`src/rtl/hilo_ctrl_pkg.sv`:
```
// hilo_ctrl_pkg: shared encodings, FSM states and defaults for the HI/LO control block
package hilo_ctrl_pkg;

    localparam logic [5:0] OP_SPECIAL = 6'b000000;

    localparam logic [5:0] FN_MFHI  = 6'b010000;
    localparam logic [5:0] FN_MTHI  = 6'b010001;
    localparam logic [5:0] FN_MFLO  = 6'b010010;
    localparam logic [5:0] FN_MTLO  = 6'b010011;
    localparam logic [5:0] FN_MULT  = 6'b011000;
    localparam logic [5:0] FN_MULTU = 6'b011001;
    localparam logic [5:0] FN_DIV   = 6'b011010;
    localparam logic [5:0] FN_DIVU  = 6'b011011;

    localparam int DIV_LIMIT_DEF = 40;

    typedef enum logic {
        IDLE     = 1'b0,
        DIV_WAIT = 1'b1
    } hilo_state_e;

    // One-hot instruction class; signed/unsigned variants share a class
    typedef struct packed {
        logic mfhi;
        logic mthi;
        logic mflo;
        logic mtlo;
        logic mul;
        logic div;
    } hilo_cls_t;

endpackage

```
`src/rtl/hilo_decode.sv`:
```
// hilo_decode: combinational instruction to one-hot HI/LO class decoder
module hilo_decode
    import hilo_ctrl_pkg::*;
(
    input  logic [31:0] inst,
    input  logic        valid,
    output hilo_cls_t   cls
);

    logic       sp;
    logic [5:0] fn;
    logic       unused_fields;

    assign sp            = valid && (inst[31:26] == OP_SPECIAL);
    assign fn            = inst[5:0];
    assign unused_fields = ^inst[25:6];

    // Match funct only for opcode-0 instructions that are real
    always_comb begin
        cls      = '0;
        cls.mfhi = sp && (fn == FN_MFHI);
        cls.mthi = sp && (fn == FN_MTHI);
        cls.mflo = sp && (fn == FN_MFLO);
        cls.mtlo = sp && (fn == FN_MTLO);
        cls.mul  = sp && (fn == FN_MULT || fn == FN_MULTU);
        cls.div  = sp && (fn == FN_DIV || fn == FN_DIVU);
    end

endmodule

```
`src/rtl/hilo_ctrl.sv`:
```
// hilo_ctrl: HI/LO architectural registers, divide wait FSM and ID stall generation
module hilo_ctrl
    import hilo_ctrl_pkg::*;
#(
    parameter int DIV_LIMIT = DIV_LIMIT_DEF
) (
    input  logic        clk,
    input  logic        rst,
    input  logic [31:0] id_inst,
    input  logic [31:0] ex_inst,
    input  logic        ex_valid,
    input  logic [31:0] rs_data,
    input  logic        md_running,
    input  logic [31:0] md_hi,
    input  logic [31:0] md_lo,
    output logic [31:0] hi_q,
    output logic [31:0] lo_q,
    output logic [31:0] mf_data,
    output logic        stall,
    output logic        div_busy,
    output logic        div_timeout
);

    localparam logic [5:0] LIM_M1 = 6'(DIV_LIMIT - 1);

    hilo_cls_t   id_cls;
    hilo_cls_t   ex_cls;
    hilo_state_e state_q, state_d;
    logic [5:0]  cnt_q, cnt_d;
    logic [31:0] hi_d, lo_d;
    logic        div_timeout_q, div_timeout_d;

    hilo_decode u_id_dec (
        .inst  (id_inst),
        .valid (1'b1),
        .cls   (id_cls)
    );

    hilo_decode u_ex_dec (
        .inst  (ex_inst),
        .valid (ex_valid),
        .cls   (ex_cls)
    );

    assign div_busy    = (state_q == DIV_WAIT);
    assign div_timeout = div_timeout_q;

    // Read port and freeze request; a divide in EX blocks ID before the FSM has moved
    always_comb begin
        mf_data = ex_cls.mfhi ? hi_q : (ex_cls.mflo ? lo_q : 32'h0);
        stall   = (div_busy || ex_cls.div) && (|id_cls);
    end

    // Next state: EX writes only in IDLE; in DIV_WAIT the divider owns HI/LO
    always_comb begin
        state_d       = state_q;
        cnt_d         = cnt_q;
        hi_d          = hi_q;
        lo_d          = lo_q;
        div_timeout_d = div_timeout_q;
        if (state_q == IDLE) begin
            if (ex_cls.div) begin
                state_d = DIV_WAIT;
                cnt_d   = '0;
            end else if (ex_cls.mul) begin
                hi_d = md_hi;
                lo_d = md_lo;
            end else if (ex_cls.mthi) begin
                hi_d = rs_data;
            end else if (ex_cls.mtlo) begin
                lo_d = rs_data;
            end
        end else begin
            cnt_d = (cnt_q == 6'd63) ? cnt_q : cnt_q + 6'd1;
            if (!md_running && cnt_q != 6'd0) begin
                hi_d    = md_hi;
                lo_d    = md_lo;
                state_d = IDLE;
            end else if (md_running && cnt_q >= LIM_M1) begin
                div_timeout_d = 1'b1;
                state_d       = IDLE;
            end
        end
    end

    // State and architectural registers with asynchronous clear
    always_ff @(posedge clk or posedge rst) begin
        if (rst) begin
            state_q       <= IDLE;
            cnt_q         <= '0;
            hi_q          <= '0;
            lo_q          <= '0;
            div_timeout_q <= 1'b0;
        end else begin
            state_q       <= state_d;
            cnt_q         <= cnt_d;
            hi_q          <= hi_d;
            lo_q          <= lo_d;
            div_timeout_q <= div_timeout_d;
        end
    end

endmodule

```
`config.mk`:
```
export PLATFORM = sky130hd
export DESIGN_NAME = hilo_ctrl
export DESIGN_NICKNAME = d
export VERILOG_FILES = /design/src/rtl/hilo_ctrl_pkg.sv /design/src/rtl/hilo_decode.sv /design/src/rtl/hilo_ctrl.sv
export SDC_FILE = /design/constraint.sdc
export NUM_CORES = 1
export LEC_CHECK = 0
export BUFFER_PORTS_ARGS = -buffer_cell sky130_fd_sc_hd__buf_2
export CORE_MARGIN = 4
export CORE_UTILIZATION = 44
export CTS_BUF_LIST = sky130_fd_sc_hd__clkbuf_8
export DETAILED_ROUTE_END_ITERATION = 10
export MAX_ROUTING_LAYER = met4
export PLACE_DENSITY_LB_ADDON = 0.15
export SETUP_SLACK_MARGIN = 0.05
export SLEW_MARGIN = 25
export SYNTH_ARGS = -nofsm -noshare
export SYNTH_HDL_FRONTEND = slang
export SYNTH_SLANG_ARGS = --single-unit
```
`constraint.sdc`:
```
create_clock -name clk -period 2.35 [get_ports clk]
set_input_delay 0.47 -clock clk [delete_from_list [all_inputs] [get_ports clk]]
set_output_delay 0.47 -clock clk [all_outputs]
set_load 0.02 [all_outputs]
```
==> summary.md <==
| Metric | Value |
|---|---|
| DRC violations left | 0 |
| Final global-route overflow total | 0 |
| Slew Limit Headroom | between 50% and 60% |
| Placed cell area | between 0.006 and 0.007 mm² |
| Yosys top cell area share | between 30% and 40% |
| Setup_tns | -0.135 ns |
| Die ar. | approximately 0.014 mm² |
| Gate Count Post-Synth | 596 |
| Root Driver | clkbuf_8 |
| Ports | between 200 and 300 |
| Worst-Skew Late Latency | 0.35 ns |
| Core area | between 0.01 and 0.015 mm² |
| Status | finished, violations left |
| Nets | about 960 |
| Setup crit start kind | input pin |
| Vias/cell | roughly 6.5 |
| Layout cells sized above 1 | between 30% and 40% |
| Area Growth Syn to Fin | 33.3% |
| Vias in the first global route | 5894 |
| Final worst path period share | 101% |
| Initial antenna violation count | 0 |
| Setup Skew | about 0.013 ns |
| Clock tree from TritonCTS | yes |
| DRT Pass-1 Iters | 5 |
| WS Path Type | in2out |
| Num CTS Buffers | 9 |
| Final RePlAce weighted congestion | roughly 0.86 |
| Die width | about 120 µm |
| Worst Hold Class | in2async |
| First-pass GRT wire length | about 31000 µm |
| LEAKAGE | between 3 and 4 nW |
| 1st-iter DRT viols | around 560 |
| ANT nets after route | 0 |
| Failing checks | setup timing |
| Ys Warns | 0 |
| Cell Area, Synth | 0.00538 mm² |
| Final design area excluding fillers | around 0.0072 mm² |
| Req. time, crit path | approximately 1.9 ns |
| Number of I/O port buffers | about 220 |
| Crit-path max FO | 5 |
| Largest area contributor in the netlist | dfrtp_1 |
| Antenna Diode Count | 0 |
| Worst-path clk slew | 0.08 ns |
| Min Tclk post-route | ~2.4 ns |
| Post-synthesis net count | 762 |
| PD cells | around 440 mW/mm² |
| Maxcap violations | 0 |
| Fillers | between 1000 and 1500 |
| Clock tree sinks | 72 |
| Die height | between 100 and 150 µm |
| Vias after detailed routing | roughly 6100 |
| H-tree depth | 3 |
| FF+latch count, synth | between 70 and 80 |
| Row count | 40 |
| Dpl hpwl | around 13000 µm |
| Min setup slack post-route | -0.0238 ns |
| All-layer global routing usage | 27.7% |
| Hold slack | 0.165 ns |
| Worst VDD drop | 309 µV |
| # setup viols final | 19 |
| CP arrival | between 1.5 and 2 ns |
| RSZ-0062 raised after global routing | yes |
| CTS max path bufs | 2 |
| Seq/Total Area, Yosys | between 30% and 40% |
| Final core utilization | 59.9% |
| Commonest non-fill, non-tap cell in the layout | buf_2 |
| Worst slew pin tran | roughly 0.7 ns |
| CP endpoint kind | primary output |
| Worst slack, placed | -0.0945 ns |
| Starting Density | between 40% and 50% |
| Count of cell types in the netlist | 42 |
| Most frequent cells in the layout | buf_2, dfrtp_1, nor2b_1 |
| WL per Instance | between 20 and 25 µm |
| Syn avg cell area | 9.02 µm² |
| Largest net degree at the start of global routing | between 60 and 70 |
| FMAX | around 0.42 GHz |
| Final WL | ~20000 µm |
| Pins Over Slew Limit | 0 |
| Hold Violations, Final | 0 |
| Synth top area cells | dfrtp_1, a2bb2oi_1, a41oi_1 |
## state kept, by name, indices dropped and copies added, names as in the netlist
name,flops
lo_q,32
div_timeout,1
hi_q,32
cnt_q,6
div_busy,1
## layout make-up
cell class              instances  area, µm²  share of cell area [%]
clock inverters                 3       42.5                   0.594
inverters                       6       22.5                   0.314
flip-flops and latches         72       1800                    25.2
well taps                     147        184                    2.57
clock buffers                  11        151                    2.11
multi-input cells             443       3240                    45.2
repair buffers                257       1730                    24.1
## cell usage after synthesis, drive strengths merged
master and instances:
buf 23, nor4 2, clkbuf 52, nor2b 65, nand4b 1, ha 2, nand3 1, nor4b 1
a41oi 64, nor2 10, a21oi 3, or3 32, o211ai 2, and3 1, o22ai 1, nand2 6
a31oi 1, nor3b 64, inv 6, or4 1, and2 2, a22o 34, and4 1, nand2b 1
mux2 2, a21o 2, or2 1, and4bb 1, dfrtp 72, o2111ai 1, nor3 4, xor2 3
o21ai 66, a2bb2oi 64, nand4 4
## metal layers
| layer | GRT usage (%) | routed length, µm | up-vias |
|---|---|---|---|
| met5 | - | 0 | - |
| met4 | 10.1 | 354 | 0 |
| met3 | 3.92 | 1430 | 30 |
| met2 | 43.8 | 9510 | 313 |
| met1 | 36.3 | 8610 | 2999 |
| li1 | - | - | 2725 |
## logic make-up after synthesis
| family | share of synthesized area, % |
|---|---|
| simple gates | 24.4 |
| fa+ha+maj | 0.465 |
| buf+inv | 6.89 |
| mux | 0.419 |
| compound gates | 33.8 |
| xor+xnor | 0.489 |
| flops | 33.5 |
## critical path, cell delays in order
cell	delay [ns]
buf_8	0.10
nor4_4	0.36
nand2_2	0.15
nor3_4	0.22
buf_6	0.16
clkbuf_16	0.16
a22o_1	0.16
buf_6	0.12
## power by group
part / internal [mW] / total [mW] / switching, mW / leakage [nW]
logic: 0.283 / 0.683 / 0.400 / 2.06
clock network: 0.535 / 0.999 / 0.464 / 0.0973
registers: 1.35 / 1.46 / 0.108 / 0.916
## per-stage QoR
| stage | std cells | power (mW) |
|---|---|---|
| after floorplan | 596 | 1.82 |
| final | 939 | 3.14 |
| after detailed placement | 921 | 2.15 |
| after global routing | 939 | 3.28 |
| after CTS | 935 | 3.15 |
| after global placement | 921 | 2.14 |
## worst paths after layout
path,from,to,slack [ns],depth (start not counted)
min reg2reg,div_timeout$_DFFE_PP0P_,div_timeout$_DFFE_PP0P_,0.45,1
min in group clk,div_timeout$_DFFE_PP0P_,div_timeout$_DFFE_PP0P_,0.45,1
min,rst,cnt_q[4]$_DFFE_PP0P_,0.17,2
max reg2reg,cnt_q[0]$_DFFE_PP0P_,lo_q[8]$_DFFE_PP0P_,0.51,6
max in group asynchronous,rst,hi_q[20]$_DFFE_PP0P_,1.61,3
max,ex_inst[2],mf_data[0],-0.02,8
## repair_timing
item,CTS,global route
setup endpoints to repair,33,33
hold buffers,0,0
pin swaps,0,24
buffers inserted,0,2
resized for setup,0,66
cloned,0,2
(Power assumes the default switching activity.)
